### src/rtl/cfa_buf_pkg.sv
// Shared helpers for the CFA window buffer: width math, window tap slicing and Bayer phase codes.
package cfa_buf_pkg;

  // Bayer phase of a pixel for an RGGB mosaic, encoded as {row[0], col[0]}
  typedef enum logic [1:0] {
    PH_R  = 2'b00,
    PH_GR = 2'b01,
    PH_GB = 2'b10,
    PH_B  = 2'b11
  } cfa_phase_e;

  // Address width for a store of v entries (never less than one bit)
  function automatic int unsigned clog2(input int unsigned v);
    int unsigned r;
    r = 0;
    for (int unsigned x = 1; x < v; x = x << 1) begin
      r++;
    end
    return (r == 0) ? 1 : r;
  endfunction

  // LSB position of window tap (r,c) inside the flattened window bus
  function automatic int unsigned tap_lsb(input int r, input int c,
                                          input int unsigned win, input int unsigned pix_w);
    return (int'(r) * int'(win) + int'(c)) * int'(pix_w);
  endfunction

  function automatic cfa_phase_e phase_of(input logic row_lsb, input logic col_lsb);
    return cfa_phase_e'({row_lsb, col_lsb});
  endfunction

endpackage

### src/rtl/cfa_line_ram.sv
// One circular line of pixels, addressed by column; read is combinational so the
// old pixel is available in the same cycle it gets overwritten.
module cfa_line_ram
  import cfa_buf_pkg::*;
#(
  parameter int unsigned DEPTH = 8,
  parameter int unsigned W     = 4
) (
  input  logic                     clk,
  input  logic                     en,
  input  logic [clog2(DEPTH)-1:0]  addr,
  input  logic [W-1:0]             wdata,
  output logic [W-1:0]             rdata
);

  logic [W-1:0] mem [DEPTH];

  assign rdata = mem[addr];

  // Contents are don't-care after reset; no reset on the storage array
  always_ff @(posedge clk) begin
    if (en) begin
      mem[addr] <= wdata;
    end
  end

endmodule

### src/rtl/cfa_window_buffer.sv
// Line buffer and WIN x WIN sliding-window generator for the CFA demosaic path.
// Optional BORDER_PAD_EN: every pixel yields a window, out-of-image taps read as zero.
module cfa_window_buffer
  import cfa_buf_pkg::*;
#(
  parameter int unsigned PIX_W = 4,
  parameter int unsigned IMG_W = 8,
  parameter int unsigned IMG_H = 6,
  parameter int unsigned WIN   = 3
) (
  input  logic                      clk,
  input  logic                      rst,
  input  logic                      en,
  input  logic                      sof,
  input  logic [PIX_W-1:0]          d_in,
  output logic [WIN*WIN*PIX_W-1:0]  win_data,
  output logic                      win_valid,
  output logic [1:0]                cfa_phase,
  output logic                      eof
);

  localparam int unsigned COL_W    = clog2(IMG_W);
  localparam int unsigned ROW_W    = clog2(IMG_H);
  localparam int unsigned NLINE    = WIN - 1;
  localparam int unsigned WIN_BITS = WIN * WIN * PIX_W;
  localparam logic [COL_W-1:0] COL_LAST = COL_W'(IMG_W - 1);
  localparam logic [ROW_W-1:0] ROW_LAST = ROW_W'(IMG_H - 1);

  logic [ROW_W-1:0] row_q, cur_row, row_d;
  logic [COL_W-1:0] col_q, cur_col, col_d;
  logic             line_end, frame_end;

  logic [NLINE-1:0][PIX_W-1:0] line_rd;
  logic [NLINE-1:0][PIX_W-1:0] line_wr;
  logic [WIN-1:0][PIX_W-1:0]   col_pix;

  logic [WIN_BITS-1:0] shift_q, shift_d, mask_d;
  logic                valid_d;

  // Position of the pixel being accepted; sof re-syncs it to (0,0)
  always_comb begin
    cur_row   = sof ? '0 : row_q;
    cur_col   = sof ? '0 : col_q;
    line_end  = (cur_col == COL_LAST);
    frame_end = line_end && (cur_row == ROW_LAST);
    col_d     = line_end ? '0 : cur_col + COL_W'(1);
    row_d     = cur_row;
    if (frame_end) begin
      row_d = '0;
    end else if (line_end) begin
      row_d = cur_row + ROW_W'(1);
    end
  end

  // Line k holds row-1-k; each line's evicted pixel cascades into the next older line
  for (genvar k = 0; k < NLINE; k++) begin : g_line
    if (k == 0) begin : g_first
      assign line_wr[k] = d_in;
    end else begin : g_chain
      assign line_wr[k] = line_rd[k-1];
    end

    cfa_line_ram #(
      .DEPTH (IMG_W),
      .W     (PIX_W)
    ) u_ram (
      .clk   (clk),
      .en    (en),
      .addr  (cur_col),
      .wdata (line_wr[k]),
      .rdata (line_rd[k])
    );
  end

  // Newest window column, window row 0 = oldest line
  for (genvar r = 0; r < WIN; r++) begin : g_col
    if (r == WIN - 1) begin : g_new
      assign col_pix[r] = d_in;
    end else begin : g_old
      assign col_pix[r] = line_rd[WIN-2-r];
    end
  end

  // Shift every window row one column left and append the new column on the right
  always_comb begin
    shift_d = shift_q;
    for (int r = 0; r < WIN; r++) begin
      for (int c = 0; c < WIN - 1; c++) begin
        shift_d[tap_lsb(r, c, WIN, PIX_W) +: PIX_W] = shift_q[tap_lsb(r, c + 1, WIN, PIX_W) +: PIX_W];
      end
      shift_d[tap_lsb(r, WIN - 1, WIN, PIX_W) +: PIX_W] = col_pix[r];
    end
  end

`ifdef BORDER_PAD_EN
  // Taps above or left of the image read as zero, so stale wrap data never leaks out
  always_comb begin
    mask_d  = shift_d;
    valid_d = 1'b1;
    for (int r = 0; r < WIN; r++) begin
      for (int c = 0; c < WIN; c++) begin
        if ((int'(cur_row) < int'(WIN) - 1 - r) || (int'(cur_col) < int'(WIN) - 1 - c)) begin
          mask_d[tap_lsb(r, c, WIN, PIX_W) +: PIX_W] = PIX_W'(0);
        end
      end
    end
  end
`else
  localparam logic [COL_W-1:0] COL_EDGE = COL_W'(WIN - 1);
  localparam logic [ROW_W-1:0] ROW_EDGE = ROW_W'(WIN - 1);

  // Only windows lying fully inside the current frame are flagged valid
  always_comb begin
    mask_d  = shift_d;
    valid_d = (cur_row >= ROW_EDGE) && (cur_col >= COL_EDGE);
  end
`endif

  always_ff @(posedge clk or negedge rst) begin
    if (!rst) begin
      row_q     <= '0;
      col_q     <= '0;
      shift_q   <= '0;
      win_data  <= '0;
      win_valid <= 1'b0;
      cfa_phase <= 2'b00;
      eof       <= 1'b0;
    end else begin
      win_valid <= en && valid_d;
      eof       <= en && frame_end;
      if (en) begin
        row_q     <= row_d;
        col_q     <= col_d;
        shift_q   <= shift_d;
        win_data  <= mask_d;
        cfa_phase <= phase_of(cur_row[0], cur_col[0]);
      end
    end
  end

endmodule

### config.mk
export PLATFORM = sky130hd
export DESIGN_NAME = cfa_window_buffer
export DESIGN_NICKNAME = d
export VERILOG_FILES = /design/src/rtl/cfa_buf_pkg.sv /design/src/rtl/cfa_line_ram.sv /design/src/rtl/cfa_window_buffer.sv
export SDC_FILE = /design/constraint.sdc
export NUM_CORES = 1
export LEC_CHECK = 0
export CORE_MARGIN = 3
export CORE_UTILIZATION = 40
export DETAILED_ROUTE_END_ITERATION = 7
export GPL_TIMING_DRIVEN = 0
export HOLD_SLACK_MARGIN = 0.12
export PLACE_DENSITY = 0.57
export REMOVE_ABC_BUFFERS = 1
export SYNTH_ARGS = -nofsm -noshare
export SYNTH_HDL_FRONTEND = slang
export SYNTH_SLANG_ARGS = --single-unit
### constraint.sdc
create_clock -name clk -period 4.1 [get_ports clk]
set_input_delay 0.82 -clock clk [delete_from_list [all_inputs] [get_ports clk]]
set_output_delay 0.82 -clock clk [all_outputs]
set_load 0.005 [all_outputs]
======== After elaboration in Yosys (flattened, before gate mapping) ========
Memories as Yosys holds them, arrays and structs flattened. A register that Yosys moved wholly into a read port is not among the register bits.
Index checks and enable logic that the tools add are counted.
cells by class
  $add $sub $neg .......................... 2
  magnitude comparators ................... 2
  eq/ne operators ......................... 2
  multiplexer cells ....................... 7
  reduce and logical (&&, ||, !) cells .... 5
operators by type and width
  operator                                                            count
  2-to-1 mux 3 bit                                                    5
  adder 3 x 1 -> 3 bit (second input constant)                        2
  equality test 3 bit (second input constant)                         2
  greater-or-equal comparator 3 x 2 -> 1 bit (second input constant)  2
  logical AND 1 bit                                                   4
  2-to-1 mux 1 bit                                                    2
  zero test 1 bit                                                     1
word-level totals
  flip-flop bits (word level) ............. 46
  bits in writable memories ............... 64
  bits of input ports ..................... 8
  output and inout bits ................... 40
  logic and storage cells ................. 26
  memories ................................ 2
memories
  name                 words  bits a word  rd ports  clocked after Yosys merged registers in  wr ports  line                RTL
  g_line[0].u_ram.mem  8      4            1         0                                        1         cfa_line_ram.sv:16  logic [W-1:0] mem [DEPTH];
  g_line[1].u_ram.mem  8      4            1         1                                        1         cfa_line_ram.sv:16

======== Logic depth before layout (Yosys ltp) ========
Gate-level depths: netlist of run 1.
  word-level depth ........................ 4
  mapped depth ............................ 9
  mapped depth without buffers ............ 7

======== By module ========
Synthesis of run 1 repeated with hierarchy kept, for this count alone.
second synthesis, totals
  cells, all modules ...................... 282
  area, all modules ....................... 4506.8 µm²
by module, submodules not included
  module             instances  cells each  area each (µm²)  seq. area each (µm²)
  cfa_line_ram       2          75          1311.3           960.9
  cfa_window_buffer  1          132         1884.3           1151.1

======== Worst setup path before layout of run 1 ========
Ideal clock, no wire load.
  kind .................................... input-to-reg
  start ................................... in sof
  end ..................................... mem g_line[0].u_ram.mem[4][0], enable pin
  library setup time ...................... 383 ps
  data arrival time ....................... 1783 ps
  required time ........................... 3717 ps
  setup slack ............................. 1934 ps
  cell stages on the path ................. 3
  cells stage by stage .................... nor2b_1 > nand2_1 > nor3_1
between the ends
  longest elaborated chain between the ends .. 1
RTL lines
  element             line                     RTL
  start: declaration  cfa_window_buffer.sv:14  input logic sof,
  2-to-1 mux 3 bit    cfa_window_buffer.sv:43  cur_col = sof ? '0 : col_q;
  end: declaration    cfa_line_ram.sv:16
No other way between the ends.

======== Worst setup path in the final report of run 1 ========
  start ................................... in sof
  end ..................................... mem g_line[0].u_ram.mem[7][0], enable pin
Same word-level chain as after synthesis.

==> results of run 1 <==
[layout make-up]
type / count / area, µm²
clock buffers: 10 / 127.6
clock inverters: 6 / 86.33
fillers: 949 / 5604
inverters: 8 / 30.03
multi-input cells: 164 / 1290
flip-flops and latches: 110 / 3074
well taps: 140 / 175.2
repair buffers: 49 / 500.5
[worst paths after layout]
| path | from | end | slack, ns |
|---|---|---|---|
| worst max-delay path | sof | g_line[0].u_ram.mem[7][0] | 0.65 |
| worst min-delay path | rst | shift_q[12] | 0.42 |
| worst max register to register | col_q[1] | g_line[0].u_ram.mem[3][1] | 1.43 |
| worst min register to register | shift_q[25] | shift_q[25] | 0.51 |
| max in group asynchronous | rst | col_q[1] | 3.14 |
| min in group clk | shift_q[25] | shift_q[25] | 0.51 |
[placed cells by master, fill, tap and decap left out, drive strengths merged, types with 2 or more instances in the layout]
cell / netlist / routed
o21a: 2 / 2
edfxtp: 64 / 64
o21ai: 8 / 8
dfrtp: 46 / 46
a211o: 2 / 2
o211a: 2 / 2
mux2i: 16 / 16
nor3b: 2 / 2
o22ai: 7 / 7
bufinv: 0 / 2
nor2b: 5 / 5
nand2b: 3 / 3
a211oi: 2 / 2
a221oi: 6 / 6
ha: 4 / 4
mux2: 34 / 34
clkbuf: 4 / 10
a22o: 2 / 2
and3: 2 / 2
o221ai: 2 / 2
a21oi: 4 / 4
a31oi: 6 / 6
nand3: 8 / 8
inv: 8 / 8
nand2: 15 / 15
clkinv: 0 / 3
nor3: 10 / 10
buf: 15 / 4
nand3b: 3 / 3
clkdlybuf4s50: 0 / 45
nor2: 11 / 11
[flip-flops by register name (all words and copies together) (netlist names)]
| name | cells |
|---|---|
| col_q | 3 |
| cfa_phase | 2 |
| win_valid | 1 |
| eof | 1 |
| row_q | 3 |
| g_line.u_ram.mem | 64 |
| shift_q | 36 |
[stage by stage]
stage               area (µm²)  utilization [%]  setup WS (ns)  cells
floorplan                 4373                -          1.680    282
global placement          5019            46.09         -1.086    469
detailed placement        5059            46.46        -0.1840    471
CTS                       5273            48.43         0.2223    487
global route              5284            48.53         0.4269    487
finish                    5284            48.53         0.6472    487
[logic make-up (layout without fill, tap and decap cells)]
group | Yosys count | count (layout) | share of synthesized area (%)
DFF | 110 | 110 | 68.56
and+or+nand+nor | 64 | 64 | 7.593
muxes | 50 | 50 | 12.20
AOI/OAI and AO/OA | 45 | 45 | 7.231
buffers and inverters | 27 | 73 | 3.099
adders and majority gates | 4 | 4 | 1.117
xor gates and xnor gates | 1 | 1 | 0.1955
[routing by layer]
layer | share of wire, % | global-route usage (%) | wire (µm) | up-vias
met4 | 2.1 | 7.218 | 180 | 0
met2 | 47 | 22.82 | 4001 | 49
met3 | 2.7 | 1.902 | 232 | 12
li1 | - | - | - | 1202
met5 | 0 | 0 | 0 | -
met1 | 48 | 19.47 | 4040 | 1293
[report_power, final]
group          internal [mW]  switching [mW]
clock                  0.343           0.350
combinational          0.260           0.190
sequential              1.31          0.0944
total                   1.91           0.634
==> run metrics, run 1 <==
status completed; worst r2r path cells 3; largest net degree at the start of global routing 47; Clock Tree Root clkbuf_8; crit end category flip-flop; fmax 289.6 MHz; ys flop type edfxtp_1; Pins Over Slew Limit 0; first-pass GRT wire length 13,990 µm; hpwl dp 5402 µm; critical path class in -> reg; async set-reset flop share out of synthesis 41.82%; Yosys Warn Count 0; final hold vios 0; area grow syn2layout 17.90%; routed vias 2,556; layout cells sized above 1 18.44%; Starting Density 41.16%; WP depth 4; count leader, synth edfxtp_1; worst skew pair latency 0.37 ns; Critical Path Max Stage Delay 1.00 ns; Yosys top cell area share 42.88%; IR drop worst, VDD 0.2272 mV; max-cap violation count 0; initial antenna violation count 0; minimum clock period 3.453 ns; RSZ-0062 raised after global routing no; CTS tree built; Die Area 12,510 µm²; Mean Syn Cell Area 14.89 µm²; vias in the first global route 2,581; vias per std cell 5.248; CTS HTree Levels 3; WP buf/inv 1; Seq cells post-synth 110; critical path, cell by cell clkdlybuf4s50_1 -> nor2b_1 -> nand2_1 -> nor3_2; count of cells resized by post-cts repair 0; I/O pin count 48; Post-CTS Setup Bufs 0; clk slew on worst S/H paths 0.10 ns; slowest CP cell clkdlybuf4s50_1; post-synthesis sequential area ratio 68.57%; Leak 1.974 nW; synth top area cells edfxtp_1 43%, dfrtp_1 26%, mux2_2 8.3%; Post-Syn Area 4482 µm²; crit path max fanout 31; clock skew 0.01039 ns; total CTS buffers 9; CTS max path bufs 2; Fin Hold WS 0.4235 ns; chip width 111.9 µm; # rows 38; first-pass detailed-route iteration total 6; worst min path class in -> async; Final ANT Viol Nets 0; height of the die 111.9 µm; Slew @ Worst Pin 1.143 ns; TNS Setup 0 ns; RePlAce Congestion 0.6887; diodes inserted 0; power per cell area 481.5 nW/µm²; Slew headroom 23.54%; final wirelength 8455 µm; Congestion Overflow GR 0; critical path's top delay family simple AND/OR/NAND/NOR gates; Distinct cells, synth 43; initial DRC count 157; Nets 354; WL per Instance 17.36 µm; number of synthesized flops with an enable pin 64; IO buf count 47; cell taking the most area after synthesis edfxtp_1; critical path startpoint category input port; final setup vio count 0; # DRC 0; GRT Resource Usage Total 14.37%; Gate Count Post-Synth 301; hold_buf cts 0; Final period util 84.21%; WP data required 4.10 ns; Power Total 2.544 mW; clk sink count 110; worst path arrival time 3.45 ns; core box area 10,890 µm²; commonest cells in the netlist 64 x edfxtp_1, 46 x dfrtp_1, 33 x mux2_2
Note: power is estimated with default switching activity, not from simulation.
==> inputs of run 2 (changes only) <==
==> constraint.sdc (replaced) <==
create_clock -name clk -period 3.5 [get_ports clk]
set_input_delay 0.7 -clock clk [delete_from_list [all_inputs] [get_ports clk]]
set_output_delay 0.7 -clock clk [all_outputs]
set_load 0.005 [all_outputs]
==> run 2 against run 1 <==
Flip-flop and latch count did not move. Sequential power grew 17%. Clock-buffer cell count did not move. Combinational power up 17%.
==> run metrics, run 2 (synthesis results as in run 1) <==
initial antenna violation count 0; clock skew 0.01040 ns; worst path arrival time 2.71 ns; Flop pwr share 55.1%; # rows 38; vias in the first global route 2,581; final hold vios 0; WL per Instance 17.37 µm; clk sink count 110; I/O pin count 48; clock group share of total power 27.2%; final setup vio count 0; height of the die 111.9 µm; diodes inserted 0; Slew @ Worst Pin 1.140 ns; IR drop worst, VDD 0.2661 mV; slowest CP cell nor3_2; final wirelength 8458 µm; Final ANT Viol Nets 0; chip width 111.9 µm; Fin Hold WS 0.3035 ns; initial DRC count 157; power per cell area 563.7 nW/µm²; vias per std cell 5.248; # DRC 0; Nets 354; crit path max fanout 31; Starting Density 41.16%; CTS tree built; Final period util 77.55%; Sw Share 24.92%; crit end category flip-flop; area grow syn2layout 17.95%; critical path, cell by cell dlymetal6s2s_1 -> nor2b_1 -> nand2_1 -> nor3_2; register name with the most flops g_line.u_ram.mem; worst min path class in -> async; Int Power 2.237 mW; clk slew on worst S/H paths 0.10 ns; critical path startpoint category input port; first-pass GRT wire length 13,980 µm; CTS HTree Levels 3; minimum clock period 2.714 ns; Final Util 48.55%; layout cells sized above 1 18.44%; total CTS buffers 9; WP data required 3.50 ns; largest net degree at the start of global routing 47; status completed; core box area 10,890 µm²; Leak 1.983 nW; part of the power in combinational logic 17.7%; commonest non-fill, non-tap cells in the layout 64 x edfxtp_1, 45 x dfrtp_1, 44 x clkdlybuf4s50_1, 33 x mux2_2, 16 x mux2i_1; Slew headroom 23.85%; TNS Setup 0 ns; RePlAce Congestion 0.6887; leading cell type in the layout, fill and taps excluded edfxtp_1; first-pass detailed-route iteration total 6; Critical Path Max Stage Delay 0.73 ns; CTS max path bufs 2; Pins Over Slew Limit 0; hpwl dp 5402 µm; critical path class in -> reg; Congestion Overflow GR 0; hold_buf cts 0; GRT Resource Usage Total 14.36%; RSZ-0062 raised after global routing no; max-cap violation count 0; largest registers g_line.u_ram.mem (64), shift_q (36); Multi-input gate area 1290 µm²; IO buf count 47; fmax 368.4 MHz; max reg flops 64; Clock Tree Root clkbuf_8; Die Area 12,510 µm²; fill count 949; Sequential Area 3074 µm²; NetSw 0.7425 mW; worst skew pair latency 0.37 ns; routed vias 2,556
==> run 2: worst paths after layout <==
kind | endpoint | slack, ns | depth (start not counted) | start
worst max-delay path | g_line[0].u_ram.mem[7][0] | 0.79 | 4 | sof
worst min-delay path | shift_q[12] | 0.30 | 1 | rst
worst max register to register | g_line[0].u_ram.mem[3][1] | 0.83 | 3 | col_q[1]
worst min register to register | shift_q[25] | 0.51 | 1 | shift_q[25]
max in group asynchronous | col_q[1] | 2.66 | 2 | rst
min in group clk | shift_q[25] | 0.51 | 1 | shift_q[25]
==> run 2: routing by layer <==
metal  GRT usage (%)  part of all wire [%]
met5               0                     0
met4           7.218                   2.1
met3           1.902                   2.7
met2           22.82                    47
met1           19.43                    48
==> run 2: per-stage QoR <==
stage               power, mW  worst slack (ns)  std cells  area [µm²]
floorplan               1.881             1.080        282        4373
global placement        2.191            -1.566        469        5019
detailed placement      2.206           -0.6640        471        5059
CTS                     3.012            0.1267        487        5283
global route            3.133            0.6061        487        5286
finish                  2.980            0.7859        487        5286
==> run 2: what timing repair did <==
action / 4_1_cts / 5_1_grt
resized for setup: 2 / 1
pin swaps: 0 / 0
buffers inserted: 0 / 0
setup endpoints to repair: 16 / 21
cloned: 0 / 0
==> run 2: worst max-delay path, delay by kind of cell <==
kind,cells,cell delay (ns)
AND/OR/NAND/NOR,3,1.51
buffers and inverters,1,0.49
==> run 2: power groups by stage <==
stage / clock network (mW) / registers, mW / logic [mW]
floorplan: 0 / 1.65 / 0.227
global placement: 0 / 1.67 / 0.526
detailed placement: 0 / 1.67 / 0.535
CTS: 0.832 / 1.64 / 0.537
global route: 0.889 / 1.67 / 0.577
finish: 0.812 / 1.64 / 0.527
==> run 2: area by class of cell <==
type	instances	share of cell area (%)
flip-flops and latches	110	58.15
repair buffers	49	9.515
clock buffers	10	2.414
inverters	8	0.5680
clock inverters	6	1.633
well taps	140	3.314
multi-input cells	164	24.40
